## config.mk

```make
export PLATFORM = sky130hd
export DESIGN_NAME = serial_alu_unit
export DESIGN_NICKNAME = d
export VERILOG_FILES = /design/src/rtl/serial_alu_unit.sv
export SDC_FILE = /design/constraint.sdc
export NUM_CORES = 1
export LEC_CHECK = 0
export ABC_AREA = 0
export CORE_ASPECT_RATIO = 1.25
export CORE_MARGIN = 10
export CORE_UTILIZATION = 38
export DETAILED_ROUTE_END_ITERATION = 6
export PLACE_DENSITY_LB_ADDON = 0.08
export REMOVE_ABC_BUFFERS = 1
export SETUP_SLACK_MARGIN = 0.1
export SYNTH_ARGS = -nofsm -noshare
export SYNTH_HDL_FRONTEND = slang
export SYNTH_SLANG_ARGS = --single-unit
```

## constraint.sdc

```tcl
create_clock -name clk -period 2.9 [get_ports clk]
set_clock_uncertainty 0.15 [all_clocks]
set_input_delay 0.58 -clock clk [delete_from_list [all_inputs] [get_ports clk]]
set_output_delay 0.58 -clock clk [all_outputs]
set_load 0.03 [all_outputs]
```

## src/rtl/serial_alu_unit.sv

```systemverilog
// ---------------------------------------------------------------------------
// serial_alu_unit
//
// Bit-serial ALU datapath. On an accepted start it latches operands A/B and
// the M/S1/S0/Cin function code, then processes one bit pair per clock, LSB
// first. Each bit goes through:
//   - an arithmetic extender producing y from b,
//   - a logic extender producing x from a and b,
//   - a full adder with a carry flip-flop.
// The sum bit is shifted into F from the MSB side.
//
// Optional feature (macro SERIAL_ALU_FLAGS_EN):
//   Defining it adds two registered outputs, valid with done and held like F:
//     Z  result is zero
//     V  signed overflow (0 in logic mode)
//   When the macro is undefined, those ports and their logic do not exist.
//
// Parameters
//   WIDTH  operand/result width in bits (>= 2)
//
// Ports
//   clk      rising-edge clock
//   rst_n    asynchronous active-low reset
//   start    operation request, sampled only while idle
//   A, B     operands
//   M        mode: 0 arithmetic, 1 logic
//   S1, S0   function select
//   Cin      carry-in (arithmetic mode only)
//   busy     high while bits are being shifted
//   done     one-cycle pulse; F and Cout are final
//   F        result (shows the partial result while busy)
//   Cout     final carry (0 in logic mode)
//   Z, V     zero / overflow flags (SERIAL_ALU_FLAGS_EN only)
// ---------------------------------------------------------------------------
module serial_alu_unit #(
  parameter int WIDTH = 8
) (
  input  logic             clk,
  input  logic             rst_n,
  input  logic             start,
  input  logic [WIDTH-1:0] A,
  input  logic [WIDTH-1:0] B,
  input  logic             M,
  input  logic             S1,
  input  logic             S0,
  input  logic             Cin,
  output logic             busy,
  output logic             done,
  output logic [WIDTH-1:0] F,
  output logic             Cout
`ifdef SERIAL_ALU_FLAGS_EN
  ,
  output logic             Z,
  output logic             V
`endif
);

  localparam int CNT_W = (WIDTH > 2) ? $clog2(WIDTH) : 1;
  localparam logic [CNT_W-1:0] LAST_BIT = CNT_W'(WIDTH - 1);

  typedef enum logic [1:0] {
    ST_IDLE  = 2'd0,
    ST_SHIFT = 2'd1,
    ST_DONE  = 2'd2
  } state_t;

  state_t           state_reg;
  state_t           state_next;

  logic [WIDTH-1:0] a_reg;
  logic [WIDTH-1:0] b_reg;
  logic             m_reg;
  logic [1:0]       s_reg;
  logic             c_reg;
  logic [CNT_W-1:0] cnt_reg;
  logic [WIDTH-1:0] f_reg;
  logic             cout_reg;

  logic             accept;
  logic             last_bit;
  logic             a_bit;
  logic             b_bit;
  logic             x_bit;
  logic             y_bit;
  logic             f_bit;
  logic             c_next;
  logic [WIDTH-1:0] f_shifted;

  assign accept    = (state_reg == ST_IDLE) && start;
  assign last_bit  = (cnt_reg == LAST_BIT);
  assign a_bit     = a_reg[0];
  assign b_bit     = b_reg[0];
  assign f_shifted = {f_bit, f_reg[WIDTH-1:1]};

  // -------------------------------------------------------------------------
  // FSM: state register
  // -------------------------------------------------------------------------
  always_ff @(posedge clk or negedge rst_n) begin
    if (!rst_n) begin
      state_reg <= ST_IDLE;
    end else begin
      state_reg <= state_next;
    end
  end

  // -------------------------------------------------------------------------
  // FSM: next-state logic
  // -------------------------------------------------------------------------
  always_comb begin
    state_next = state_reg;
    case (state_reg)
      ST_IDLE:  if (start)    state_next = ST_SHIFT;
      ST_SHIFT: if (last_bit) state_next = ST_DONE;
      ST_DONE:                state_next = ST_IDLE;
      default:                state_next = ST_IDLE;
    endcase
  end

  // -------------------------------------------------------------------------
  // FSM: outputs
  // -------------------------------------------------------------------------
  always_comb begin
    busy = 1'b0;
    done = 1'b0;
    case (state_reg)
      ST_SHIFT: busy = 1'b1;
      ST_DONE:  done = 1'b1;
      default: ;
    endcase
  end

  // -------------------------------------------------------------------------
  // Per-bit extenders and full adder
  // -------------------------------------------------------------------------
  always_comb begin
    y_bit = 1'b0;
    x_bit = a_bit;
    if (!m_reg) begin
      // Arithmetic: B, ~B or all-ones gives A+Cin, A+B, A-B, A-1.
      case (s_reg)
        2'b00:   y_bit = 1'b0;
        2'b01:   y_bit = b_bit;
        2'b10:   y_bit = ~b_bit;
        default: y_bit = 1'b1;
      endcase
    end else begin
      case (s_reg)
        2'b00:   x_bit = a_bit & b_bit;
        2'b01:   x_bit = a_bit | b_bit;
        2'b10:   x_bit = a_bit ^ b_bit;
        default: x_bit = ~a_bit;
      endcase
    end
  end

  // In logic mode y is 0 and the carry FF starts at 0, so f reduces to x.
  assign f_bit  = x_bit ^ y_bit ^ c_reg;
  assign c_next = m_reg ? 1'b0 : ((x_bit & y_bit) | (x_bit & c_reg) | (y_bit & c_reg));

  // -------------------------------------------------------------------------
  // Datapath registers
  // -------------------------------------------------------------------------
  always_ff @(posedge clk or negedge rst_n) begin
    if (!rst_n) begin
      a_reg    <= '0;
      b_reg    <= '0;
      m_reg    <= 1'b0;
      s_reg    <= 2'b00;
      c_reg    <= 1'b0;
      cnt_reg  <= '0;
      f_reg    <= '0;
      cout_reg <= 1'b0;
    end else if (accept) begin
      a_reg   <= A;
      b_reg   <= B;
      m_reg   <= M;
      s_reg   <= {S1, S0};
      c_reg   <= M ? 1'b0 : Cin;
      cnt_reg <= '0;
    end else if (state_reg == ST_SHIFT) begin
      // Operands shift right so bit 0 is always the current bit pair.
      a_reg   <= a_reg >> 1;
      b_reg   <= b_reg >> 1;
      c_reg   <= c_next;
      cnt_reg <= cnt_reg + CNT_W'(1);
      f_reg   <= f_shifted;
      if (last_bit) begin
        cout_reg <= c_next;
      end
    end
  end

  assign F    = f_reg;
  assign Cout = cout_reg;

`ifdef SERIAL_ALU_FLAGS_EN
  logic z_reg;
  logic v_reg;

  // During the last bit c_reg holds the carry into the MSB and c_next the
  // carry out; their XOR is the signed overflow. Both are 0 in logic mode.
  always_ff @(posedge clk or negedge rst_n) begin
    if (!rst_n) begin
      z_reg <= 1'b0;
      v_reg <= 1'b0;
    end else if ((state_reg == ST_SHIFT) && last_bit) begin
      z_reg <= (f_shifted == '0);
      v_reg <= c_reg ^ c_next;
    end
  end

  assign Z = z_reg;
  assign V = v_reg;
`endif

endmodule

```

# Word-level counts from Yosys, hierarchy flattened

Cells that the tools add are included.

$add $sub $neg: 1
Multiply operators: 0
Divide/modulo/power cells: 0
$lt $le $gt $ge: 0
Equal/unequal tests: 7
Shift-type cells: 0
Multiplexer cells: 19
Bitwise operators: 13
Reduce and logical (&&, ||, !) cells: 7

Operator list:

| operator            | count |
|---|---|
| $mux 8              | 4 |
| $mux 1              | 8 |
| $mux 3              | 2 |
| $pmux 1 s3          | 2 |
| $and 1x1->1         | 4 |
| $eq 2x1->1 const B  | 2 |
| $eq 2x2->1 const B  | 2 |
| $logic_not 2->1     | 2 |
| $mux 2              | 2 |
| $ne 2x2->1 const B  | 2 |
| $pmux 2 s2          | 1 |
| $reduce_and 2->1    | 2 |
| $add 3x1->3 const B | 1 |
| $eq 3x3->1 const B  | 1 |
| $not 1->1           | 3 |
| $or 1x1->1          | 3 |
| $reduce_and 3->1    | 1 |
| $xor 1x1->1         | 3 |
| $reduce_bool 2->1   | 1 |
| $logic_and 1x1->1   | 1 |

Register bits after elaboration: 34
Latch bits: 0
Bits in writable memories: 0
Memory bits (read-only): 0
Memories kept: 0

# Depth between registers and ports, before layout

Gate-level depths: netlist of run 1.

Depth after elaboration: 9
Gate-level depth with buffers: 8

# Worst setup path before layout of run 1

No wires, ideal clock.

Path type: flip-flop to flip-flop
From: register a_reg[0]
To: register c_reg
Arrival time: 1.884 ns
Slack: 0.740 ns
Cell stages (with the launch flop): 8
Buffers on the path: 0
Period minus slack after synthesis: 2.160 ns
Cell sequence: dfrtp_1 inv_1 ha_1 mux4_2 mux2i_1 fa_1 nor2_1 a221o_1

Longest elaborated chain between the ends: 9
Elaborated cells on any way between the ends: 13

Ends and longest elaborated chain:

| element                                   | line | RTL |
|---|---|---|
| from (decl)                               | 70   | `logic [WIDTH-1:0] a_reg;` |
| from (signal assigned)                    | 182  | `a_reg <= a_reg >> 1;` |
| $xor 1x1->1, or another cell as far along | 150  | `2'b10: x_bit = a_bit ^ b_bit;` |
| $pmux 1 s3                                | 147  | `case (s_reg)` |
| $mux 1 *                                  | 138  | `if (!m_reg) begin` |
| $and 1x1->1                               | 158  | `assign c_next = m_reg ? 1'b0 : ((x_bit & y_bit) \| (x_bit & c_reg) \| (y_bit & c_reg));` |
| $or 1x1->1 * (2 in series)                | 158  |  |
| $mux 1 *                                  | 158  |  |
| $mux 1 *                                  | 180  | `end else if (state_reg == ST_SHIFT) begin` |
| $mux 1 *                                  | 173  | `end else if (accept) begin` |
| to (signal assigned)                      | 178  | `c_reg <= M ? 1'b0 : Cin;` |
| to (signal assigned)                      | 184  | `c_reg <= c_next;` |
| to (decl)                                 | 74   | `logic c_reg;` |

Mark *: on every way between the ends. The rest lies on a longest branch, timed or not. The select of a mux whose other input is x is not followed.
A chain may end at the register's enable or synchronous reset.

# Worst setup path after layout of run 1

From: register state_reg[1]
To: output port busy

Longest elaborated chain between the ends: 2

Ends and longest elaborated chain:

| element                | line | RTL |
|---|---|---|
| from (decl)            | 67   | `state_t state_reg;` |
| from (signal assigned) | 102  | `state_reg <= state_next;` |
| $eq 2x1->1             | 125  | `case (state_reg)` |
| $mux 1                 | 125  |  |
| to (decl)              | 47   | `output logic busy,` |

No other way between the ends.

==> metrics.yaml, run 1 <==
finish:
  syn_to_final_growth_pct: 31.0
  fin_nets: 213
  stdcell_area_um2: 2060
  drive_above_1_share: 0.113
  layout.cells.non_filler: 242
  antenna_cells: 0
route:
  drc: 0
  wl_per_cell_um: 14.7
  drt.antenna.violating_nets: 0
  num_vias: 1218
  via_per_inst: 5.03
  wl_mm: 3.57
  first_pass_iters: 4
  first_iter_violations: 69
power:
  p_leak_uw: 0.000910
  power.switching_uw: 788
  intPower_uw: 1270
  combPwrFrac: 0.428
  power_density_nw_per_um2: 998
  irDropWorstVdd_uv: 391
  p_clk_frac: 0.177
  power_frac_seq: 0.395
  power_switching_share: 0.383
sta:
  maxSlewViolCount: 0
  worst_pin_slew_ns: 0.579
  finalCritPeriodShare: 0.877
  hold_ws_ns: 0.335
  setup_violations: 0
  setup_slack_ns: 0.356
  rsz0062_at_grt: "false"
  layout_min_cycle_time_ns: 2.54
  fmax_mhz: 393
  hold_viol: 0
  setup_tns_ns: 0
  relSlewSlack: 0.614
setup_path:
  r2r_end: "c_reg$_DFFE_PN0P_"
  required_ns: 2.17
  criticalPathCategory: "register to output port"
  r2r_start: "a_reg[0]$_DFFE_PN0P_"
  cp_data_arrival_time_ns: 1.81
  reg2regPathDepth: 7
  r2r_setup_slack_ns: 0.59
  start_kind: "register"
  path_max_fanout: 17
  cp-end-kind: "output port"
clock_tree:
  insertion_delay_ns: 0.29
  cts_hold_buf: 0
  numCtsBuffers: 5
  cts-resized-gates: 0
  root_buffer: "clkbuf_8"
  cts.sinks: 34
  clockBufferDepth: 2
  clk_pin_slew_ns: 0.07
  cts_setup_buffers: 0
  cts_tree: "done"
  htree_num_levels: 2
yosys:
  ys_ff_latch: 34
  syn_avg_cell_area_um2: 10.5
  yosysWarningCount: 0
  synth.cell_area_um2: 1570
  synth_cell_types: 28
  ys_seq_area_frac: 0.541
  postSynthCellCount: 149
flow_run:
  drv_cap: 0
global_routing:
  antenna_found_initial: 0
  grt_pass1_wl_mm: 6.44
  grtUsageMet2: 0.186
  grt.busiest_layer: "met2"
  grt_max_degree: 35
  grt_use_total: 0.110
  grtUsageMet1: 0.122
  grt_use_met3: 0.0430
  grt_overflow: 0
  first_global_vias: 1357
die:
  initial_utilization: 0.390
  die_h_um: 91.9
  io_pins: 34
  core_um2: 4030
  row_count: 26
  die_w_um: 77.5
  dieArea_um2: 7120
min_path:
  holdPathStages: 1
  worstHoldEndpoint: "cnt_reg[0]$_DFFE_PN0P_"
  hp-start: "cnt_reg[0]$_DFFE_PN0P_"
  hold_class: "register to register"
status:
  status: "finished clean"
placed_design:
  placedCellCount: 234
  placed_area_um2: 1970
  detailedPlace.worstSlack_ns: 0.542
  place.gp.congestion: 0.721
  dp_hpwl_mm: 2.54
  io_buffers: 33
==> critical path, stage by stage, from the launching register on <==
cell	delay [ns]
dfrtp_1	0.37
nand2b_1	0.17
inv_2	0.25
clkdlybuf4s50_1	0.74
==> power groups by stage <==
stage	Sequential [µW]	Clock (µW)	Combinational [µW]
floorplan	922	0	447
global placement	812	0	866
detailed placement	823	0	899
CTS	815	378	900
global route	844	404	993
finish	811	364	879
==> how the worst max path moves through the flow <==
stage / from / end / slack (ns) / depth (start not counted)
finish: state_reg[1]$_DFFE_PN0P_ / busy / 0.36 / 3
global route: state_reg[1]$_DFFE_PN0P_ / busy / 0.26 / 3
CTS: state_reg[1]$_DFFE_PN0P_ / busy / 0.33 / 3
detailed placement: start / s_reg[0]$_DFFE_PN0P_ / 0.54 / 3
global placement: start / s_reg[0]$_DFFE_PN0P_ / 0.56 / 3
floorplan: a_reg[0]$_DFFE_PN0P_ / c_reg$_DFFE_PN0P_ / 0.74 / 7
==> metal layers <==
layer | up-vias | part of all wire | wire (µm)
met4 | 0 | 0.018 | 65
met2 | 30 | 0.48 | 1720
met3 | 6 | 0.053 | 189
li1 | 591 | - | -
met1 | 591 | 0.45 | 1590
met5 | - | 0 | 0
==> placed cells by master, fill, tap and decap left out, types with 2 or more instances in the layout <==
| master | instances |
|---|---|
| o21ai_0 | 16 |
| nand2_1 | 33 |
| a21oi_1 | 4 |
| a2bb2oi_1 | 2 |
| a22oi_1 | 14 |
| dfrtp_1 | 34 |
| inv_1 | 4 |
| clkdlybuf4s50_1 | 33 |
| mux2_2 | 4 |
| buf_4 | 5 |
| clkbuf_8 | 6 |
| a22o_1 | 3 |
| ha_1 | 4 |
| mux2i_1 | 2 |
| nor2b_1 | 6 |
==> cell usage after synthesis, drive strengths merged <==
master | number | area [µm²]
nor2b | 6 | 37.5
fa | 1 | 20.0
inv | 5 | 18.8
a22oi | 14 | 105
o21bai | 2 | 18.8
nand2 | 33 | 124
or2 | 1 | 6.26
a221o | 1 | 10.0
and2b | 1 | 7.51
nor2 | 1 | 3.75
dfrtp | 34 | 851
nor3b | 1 | 18.8
and2 | 1 | 6.26
mux2 | 4 | 45.0
mux2i | 2 | 20.0
nand2b | 1 | 6.26
buf | 7 | 35.0
o21ai | 17 | 85.1
mux4 | 1 | 22.5
and3b | 1 | 8.76
a22o | 3 | 26.3
a2bb2oi | 2 | 17.5
clkbuf | 2 | 7.51
a21oi | 4 | 20.0
ha | 4 | 50.1
==> final cells by class <==
cell class / instances / area, µm²
inverter: 5 / 18.8
timing repair buffer: 38 / 368
clock buffer: 7 / 86.3
sequential: 34 / 851
clock inverter: 1 / 5.00
tap: 56 / 70.1
fill: 432 / 1980
multi-input combinational: 101 / 659
==> per-stage QoR <==
stage / utilization / power (µW)
2_1_floorplan: - / 1370
3_3_place_gp: 0.488 / 1680
6_report: 0.510 / 2050
4_1_cts: 0.510 / 2090
3_5_place_dp: 0.488 / 1720
5_1_grt: 0.510 / 2240
==> logic make-up after synthesis <==
family	share of synthesized area
buf+inv	0.0390
simple gates	0.139
compound gates	0.180
flops	0.541
fa+ha+maj	0.0446
mux	0.0557
Note: power is estimated with default switching activity, not from simulation.
==> run 2: changes to the inputs <==
GPL_ROUTABILITY_DRIVEN = 0   (was default)
==> results of run 2 <==
Same layout as run 1: the final DEF is identical, and so are final timing and power.
